[src/rtl/symbol_decision.sv]
// symbol_decision: integrate-and-dump symbol slicer for Costas-loop I/Q baseband.
// Accepts a sample only when both I_tvalid and Q_tvalid are high. Integrates over
// SPS accepted samples and dumps when the sample counter equals sym_phase. The
// decided {b_I, b_Q} symbol is queued in a small AXI-Stream output FIFO.
// Optional feature: define SYMBOL_DECISION_LOCK_DETECT_EN to build the lock detector;
// without it, lock is tied low.
module symbol_decision #(
  parameter int DATA_WIDTH = 16,
  parameter int SPS        = 16,
  parameter int ACC_WIDTH  = 24,
  parameter int FIFO_DEPTH = 4
) (
  input  logic                        clk_32M768,
  input  logic                        rst_n_32M768,
  input  logic                        is_bpsk,
  input  logic [$clog2(SPS)-1:0]      sym_phase,
  input  logic signed [DATA_WIDTH-1:0] I_tdata,
  input  logic                        I_tvalid,
  input  logic signed [DATA_WIDTH-1:0] Q_tdata,
  input  logic                        Q_tvalid,
  output logic [1:0]                  bits_tdata,
  output logic                        bits_tvalid,
  input  logic                        bits_tready,
  output logic                        overflow,
  output logic                        lock
);

  localparam int PW = $clog2(SPS);
  localparam int AW = (FIFO_DEPTH > 1) ? $clog2(FIFO_DEPTH) : 1;
  localparam int CW = $clog2(FIFO_DEPTH + 1);

  logic [PW-1:0]                smp_cnt;
  logic signed [ACC_WIDTH-1:0]  i_acc, q_acc;
  logic signed [ACC_WIDTH-1:0]  i_ext, q_ext, i_sum, q_sum;
  logic                         accept, dump;
  logic [1:0]                   sym;

  logic [1:0]                   mem [FIFO_DEPTH];
  logic [AW-1:0]                wr_ptr, rd_ptr;
  logic [CW-1:0]                count;
  logic                         full, pop, push, drop;

  // Sample qualification, running sums and the decided symbol at the dump point
  always_comb begin
    accept = I_tvalid & Q_tvalid;
    i_ext  = {{(ACC_WIDTH-DATA_WIDTH){I_tdata[DATA_WIDTH-1]}}, I_tdata};
    q_ext  = {{(ACC_WIDTH-DATA_WIDTH){Q_tdata[DATA_WIDTH-1]}}, Q_tdata};
    i_sum  = i_acc + i_ext;
    q_sum  = q_acc + q_ext;
    dump   = accept && (smp_cnt == sym_phase);
    sym    = {i_sum[ACC_WIDTH-1], is_bpsk ? 1'b0 : q_sum[ACC_WIDTH-1]};
  end

  // Sample counter and integrators; cleared on the dump edge
  always_ff @(posedge clk_32M768 or negedge rst_n_32M768) begin
    if (!rst_n_32M768) begin
      smp_cnt <= '0;
      i_acc   <= '0;
      q_acc   <= '0;
    end else if (accept) begin
      smp_cnt <= (smp_cnt == PW'(SPS-1)) ? '0 : smp_cnt + 1'b1;
      if (dump) begin
        i_acc <= '0;
        q_acc <= '0;
      end else begin
        i_acc <= i_sum;
        q_acc <= q_sum;
      end
    end
  end

  // FIFO control: a pop frees a slot in the same edge, so push-while-full is legal then
  always_comb begin
    full        = (count == CW'(FIFO_DEPTH));
    bits_tvalid = (count != '0);
    pop         = bits_tvalid && bits_tready;
    push        = dump && (!full || pop);
    drop        = dump && full && !pop;
    bits_tdata  = mem[rd_ptr];
  end

  // Symbol storage, pointers, occupancy and sticky overflow
  always_ff @(posedge clk_32M768 or negedge rst_n_32M768) begin
    if (!rst_n_32M768) begin
      for (int unsigned k = 0; k < FIFO_DEPTH; k++) mem[k] <= '0;
      wr_ptr   <= '0;
      rd_ptr   <= '0;
      count    <= '0;
      overflow <= 1'b0;
    end else begin
      if (push) begin
        mem[wr_ptr] <= sym;
        wr_ptr      <= (wr_ptr == AW'(FIFO_DEPTH-1)) ? '0 : wr_ptr + 1'b1;
      end
      if (pop)
        rd_ptr <= (rd_ptr == AW'(FIFO_DEPTH-1)) ? '0 : rd_ptr + 1'b1;
      if (push && !pop)
        count <= count + 1'b1;
      else if (pop && !push)
        count <= count - 1'b1;
      if (drop)
        overflow <= 1'b1;
    end
  end

`ifdef SYMBOL_DECISION_LOCK_DETECT_EN
  logic [ACC_WIDTH+1:0] i_abs, q_abs, mag_diff, mag_tot;
  logic                 good;
  logic [3:0]           lock_cnt, lock_cnt_nxt;

  // Per-dump quality metric and saturating lock counter step
  always_comb begin
    i_abs        = i_sum[ACC_WIDTH-1] ? (ACC_WIDTH+2)'(-i_sum) : (ACC_WIDTH+2)'(i_sum);
    q_abs        = q_sum[ACC_WIDTH-1] ? (ACC_WIDTH+2)'(-q_sum) : (ACC_WIDTH+2)'(q_sum);
    if (i_sum[ACC_WIDTH-1]) i_abs = (ACC_WIDTH+2)'(-{{2{i_sum[ACC_WIDTH-1]}}, i_sum});
    if (q_sum[ACC_WIDTH-1]) q_abs = (ACC_WIDTH+2)'(-{{2{q_sum[ACC_WIDTH-1]}}, q_sum});
    mag_diff     = (i_abs >= q_abs) ? i_abs - q_abs : q_abs - i_abs;
    mag_tot      = i_abs + q_abs;
    good         = is_bpsk ? (i_abs > (q_abs << 1)) : (mag_diff < (mag_tot >> 2));
    lock_cnt_nxt = lock_cnt;
    if (good && lock_cnt != 4'd15)
      lock_cnt_nxt = lock_cnt + 1'b1;
    else if (!good && lock_cnt != 4'd0)
      lock_cnt_nxt = lock_cnt - 1'b1;
  end

  // Lock with hysteresis: set on reaching 12, cleared on falling to 4
  always_ff @(posedge clk_32M768 or negedge rst_n_32M768) begin
    if (!rst_n_32M768) begin
      lock_cnt <= '0;
      lock     <= 1'b0;
    end else if (dump) begin
      lock_cnt <= lock_cnt_nxt;
      if (lock_cnt_nxt == 4'd12)
        lock <= 1'b1;
      else if (lock_cnt_nxt == 4'd4)
        lock <= 1'b0;
    end
  end
`else
  assign lock = 1'b0;
`endif

endmodule
[config.mk]
export PLATFORM = sky130hd
export DESIGN_NAME = symbol_decision
export DESIGN_NICKNAME = d
export VERILOG_FILES = /design/src/rtl/symbol_decision.sv
export SDC_FILE = /design/constraint.sdc
export NUM_CORES = 1
export LEC_CHECK = 0
export BUFFER_PORTS_ARGS = -buffer_cell sky130_fd_sc_hd__buf_4
export CAP_MARGIN = 5
export CORE_AREA = 4 4 107 109
export CTS_BUF_LIST = sky130_fd_sc_hd__clkbuf_2
export DETAILED_ROUTE_END_ITERATION = 8
export DIE_AREA = 0 0 111 113
export MAX_ROUTING_LAYER = met4
export PLACE_DENSITY = 0.68
export SETUP_SLACK_MARGIN = 0.15
export SLEW_MARGIN = 0
export SYNTH_ARGS = -nofsm -noshare
export SYNTH_HDL_FRONTEND = slang
export SYNTH_SLANG_ARGS = --single-unit
export TNS_END_PERCENT = 10
[constraint.sdc]
create_clock -name clk_32M768 -period 2.8 [get_ports clk_32M768]
set_input_delay 0.56 -clock clk_32M768 [delete_from_list [all_inputs] [get_ports clk_32M768]]
set_output_delay 0.56 -clock clk_32M768 [all_outputs]
set_load 0.01 [all_outputs]
# Word level (Yosys, flattened, before mapping)
# Index checks and enable logic that the tools add are counted.
# totals
mem_bits_rw	0
romBits	0
out_inout_bits	5
latchBits	0
memories	0
regBits	68
inputBits	42
# op_classes
shift	0
n_mul	0
add_sub_neg	7
n_lt_le_gt_ge	3
reduce_logical	14
div	0
eq_ne	5
mux	14
bitwise	3
# op_table
op	count
24-bit by 16-bit adder with 24-bit output	2
24-bit 2-to-1 mux	2
2-bit 2-to-1 mux	5
8-bit bitwise mux	1
1-bit logical AND	8
3-bit >= comparator, second input constant	2
3-bit 2-to-1 mux	2
2-bit NOT with 3-bit output	2
2-bit by 1-bit adder with 2-bit output, second input constant	2
4-bit by 1-bit adder with 4-bit output, second input constant	1
2-bit binary-select mux with 2-bit select	1
2-bit demux with 2-bit select	1
2-bit equality test, second input constant	2
4-bit equality test	1
4-bit equality test, second input constant	1
4-bit 2-to-1 mux	1
3-bit by 1-bit adder with 3-bit output, second input constant	1
3-bit equality test, second input constant	1
1-bit logical NOT	3
3-bit by 1-bit < comparator with 1-bit output, second input constant	1
3-bit nonzero test	1
3-bit by 1-bit subtractor with 3-bit output, second input constant	1
2-bit nonzero test	1
1-bit AND	1
other kinds (2)	2

# Depth between registers and ports, before layout
# depth
ltp_word	8
depth_mapped	11
mapped_depth_nobuf	11

# Worst setup path after synthesis
# OpenSTA, ideal clock, no wires.
# synth_timing
path_type	input -> register
from	input Q_tdata[0]
to	register q_acc[18]
cell_stages	10
slack_ns	0.060
n_path_buf	0
required_time_ns	2.671
arrival_time_ns	2.611
setup_ns	0.129
cell_sequence	ha_1 > fa_1 > a211oi_1 > o21ai_1 > a2111oi_2 > o31a_1 > o31ai_1 > a21o_1 > xnor2_1 > o21ai_1
# synth_between
elab_chain_cells	2
# synth_rtl
element	line	source
start: declaration	19	input logic signed [DATA_WIDTH-1:0] Q_tdata,
24-bit by 16-bit adder with 24-bit output	49	q_sum = q_acc + q_ext;
24-bit 2-to-1 mux	62	if (dump) begin
end signal: assignment	67	q_acc <= q_sum;
end: declaration	33	logic signed [ACC_WIDTH-1:0] i_acc, q_acc;
# Every way passes these cells.
# A chain may end at the register's enable or synchronous reset.

# Worst setup path after layout
# layout_timing
from	register q_acc[0]
to	register q_acc[22]
# layout_between
elab_chain_cells	2
# layout_rtl
element	line
24-bit by 16-bit adder with 24-bit output	49
24-bit 2-to-1 mux	62
# Every way passes these cells.

==> out/metrics.csv <==
metric;value;unit
status;finished, final reports clean;
cp.required;3260;ps
clock-root-buffer;clkbuf_2;
initialDrtViolationCount;271;
final_util;58.3;%
crit_fanout;3;
clock_path_buffers;2;
port_buffers;45;
ant_nets;0;
ys_top_cells_by_area;dfrtp_1, ha_1, nand2_1, o21ai_0, xnor2_1;
cp_top_family;compound AO/OA/AOI/OAI gates;
finalSetupViolations;0;
tns;0;ps
critical_path_arrival;3060;ps
power_density;1040;nW/um2
cts_sinks;68;
syn_area;5200;um2
crit_path_frequent_cell;o21ai_1;
synth_warnings;0;
dr.pass1.iters;6;
fin_crit;2600;ps
grt_pass1_wl;20.9;mm
die_w;111;um
slew_viol_final;0;
fp.dieH;113;um
htreeDepth;3;
relSlewSlack;40.8;%
diodes;0;
cp-end-kind;flip-flop;
wl_per_cell;15.3;um
r2r_start;q_acc[0]$_DFFE_PN0P_;
drc;0;
path_clk_slew;220;ps
peakVddDrop;423;uV
clock_latency;560;ps
synth_edf_count;0;
synth_top_area_share;32.7;%
grt_start_max_net_pins;69;
fin_skew;25.9;ps
dp_hpwl;8.92;mm
slowest_delay;460;ps
row_count;38;
yosysTopAreaCell;dfrtp_1;
holdWs;81.4;ps
routabilityCongestion;0.872;
via_per_inst;5.68;
final_cell_mix;buf_4, nand2_1, dfrtp_1;
io_pins;47;
ys_types;60;
cts_tree;built;
synth.avg_cell_area;9.01;um2
cp-start-kind;flip-flop;
fillerInstances;951;
path_buf_inv;0;
numCtsBuffers;9;
layout_commonest_cell;buf_4;
cpMaxStageDelayCell;dfrtp_1;
async_flop_share;100;%
grt_overflow;0;
max_freq;0.385;GHz
grt_setup_unrepaired;true;
p_leak;2.92;nW
vias;4575;
worstSetupStartpoint;q_acc[0]$_DFFE_PN0P_;
path_depth;10;
grt_pass1_vias;4453;
synth-seq-cells;68;
criticalPathCategory;flip-flop to flip-flop;
ctsHoldBuffers;0;
cp_cell_sequence;ha_4 > fa_2 > a211oi_4 > o21ai_2 > a2111oi_4 > o31a_1 > o21a_1 > o21ai_1 > xnor2_1 > o21ai_1;
antenna_found_initial;0;
die_area;12500;um2
worst_hold_path_type;primary input to asynchronous set/reset pin;
core;10600;um2
grtUsageTotal;21.0;%
period_share;92.9;%
syn_nets;675;
synth_flop_cell;dfrtp_1;
final_hold_viol_count;0;
area_delta_synth_final;18.9;%
drive_above_1_share;21.2;%
start_util;49.0;%
wl;12.3;mm
reg2regPathDepth;10;
ys_seq_area_share;32.7;%
tightest_slew;889;ps
drv_cap;0;
nets;758;
p_total;0.00644;W
netlist_instances;577;
==> what timing repair did <==
| action | in CTS | in global routing |
|---|---|---|
| endpoints found under the setup margin | 4 | 21 |
| pin swaps | 0 | 10 |
| setup buffers | 0 | 4 |
| gates cloned | 0 | 0 |
| resized for setup | 1 | 13 |
==> metrics by stage <==
stage / worst slack (ps) / std cells / area (um2)
after floorplan: 151 / 577 / 5200
after global placement: -116 / 785 / 5960
after detailed placement: -164 / 785 / 5960
after CTS: 178 / 801 / 6080
after global routing: 39.9 / 805 / 6180
final: 199 / 805 / 6180
==> worst register-to-register path, cell delays in order (launching register included) <==
cell and delay [ps]:
dfrtp_1 460, ha_4 180, fa_2 390, a211oi_4 280
o21ai_2 110, a2111oi_4 380, o31a_1 220, o21a_1 180
o21ai_1 90, xnor2_1 140, o21ai_1 70
==> power breakdown <==
group	total (W)	switching [W]	internal [W]	leakage, nW
Clock	0.000612	0.000405	0.000207	0.0618
Combinational	0.00410	0.00210	0.00200	2.01
Sequential	0.00173	0.000316	0.00141	0.849
Total	0.00644	0.00282	0.00362	2.92
==> logic make-up after synthesis <==
kind of cell	share of synthesized area [%]
flip-flops	32.7
buffers and inverters	2.22
adder cells (fa/ha/maj)	13.9
AO/OA/AOI/OAI	25.0
other	0.0722
AND/OR/NAND/NOR	16.0
XOR/XNOR	7.68
multiplexers	2.36
==> per-layer routing <==
metal / share of wire, % / track usage [%] / vias up / routed length (um)
met1: 46 / 26.9 / 2180 / 5630
met4: 2.1 / 8.29 / 0 / 263
li1: - / - / 2285 / -
met5: 0 / - / - / 0
met3: 3.7 / 3.42 / 25 / 451
met2: 48 / 33.4 / 85 / 5950
==> flip-flops by register name, summed over array words and instances (netlist names) <==
| name | flops |
|---|---|
| count | 3 |
| i_acc | 24 |
| mem | 8 |
| overflow | 1 |
| q_acc | 24 |
| rd_ptr | 2 |
| smp_cnt | 4 |
| wr_ptr | 2 |
==> area by class of cell <==
cell class | count | area (um2) | area share (%)
Tap cell | 140 | 175 | 2.83
Multi-Input combinational cell | 480 | 3460 | 56.0
Clock inverter | 6 | 65.1 | 1.05
Clock buffer | 10 | 50.0 | 0.810
Inverter | 12 | 45.0 | 0.729
Sequential cell | 68 | 1700 | 27.5
Timing Repair Buffer | 89 | 681 | 11.0
==> final timing paths <==
kind                                    endpoint  slack, ps
setup / recovery           q_acc[22]$_DFFE_PN0P_        200
hold / removal             i_acc[17]$_DFFE_PN0P_         80
setup reg to reg           q_acc[22]$_DFFE_PN0P_        200
hold reg to reg             q_acc[4]$_DFFE_PN0P_        510
max in group asynchronous   i_acc[8]$_DFFE_PN0P_       2130
min in group clk_32M768       mem[6]$_DFFE_PN0P_        180
==> synthesized netlist by cell type (9+ instances only) <==
cell,number
xor2_1,19
nor2_1,30
xnor2_1,24
dfrtp_1,68
nand2b_1,9
nor3_1,10
clkbuf_1,14
o31ai_1,19
a21oi_1,30
a21o_1,25
inv_1,12
ha_1,53
o21ai_0,45
nand2_1,87
o21ai_1,14
Power figures use the tool's default switching activity.
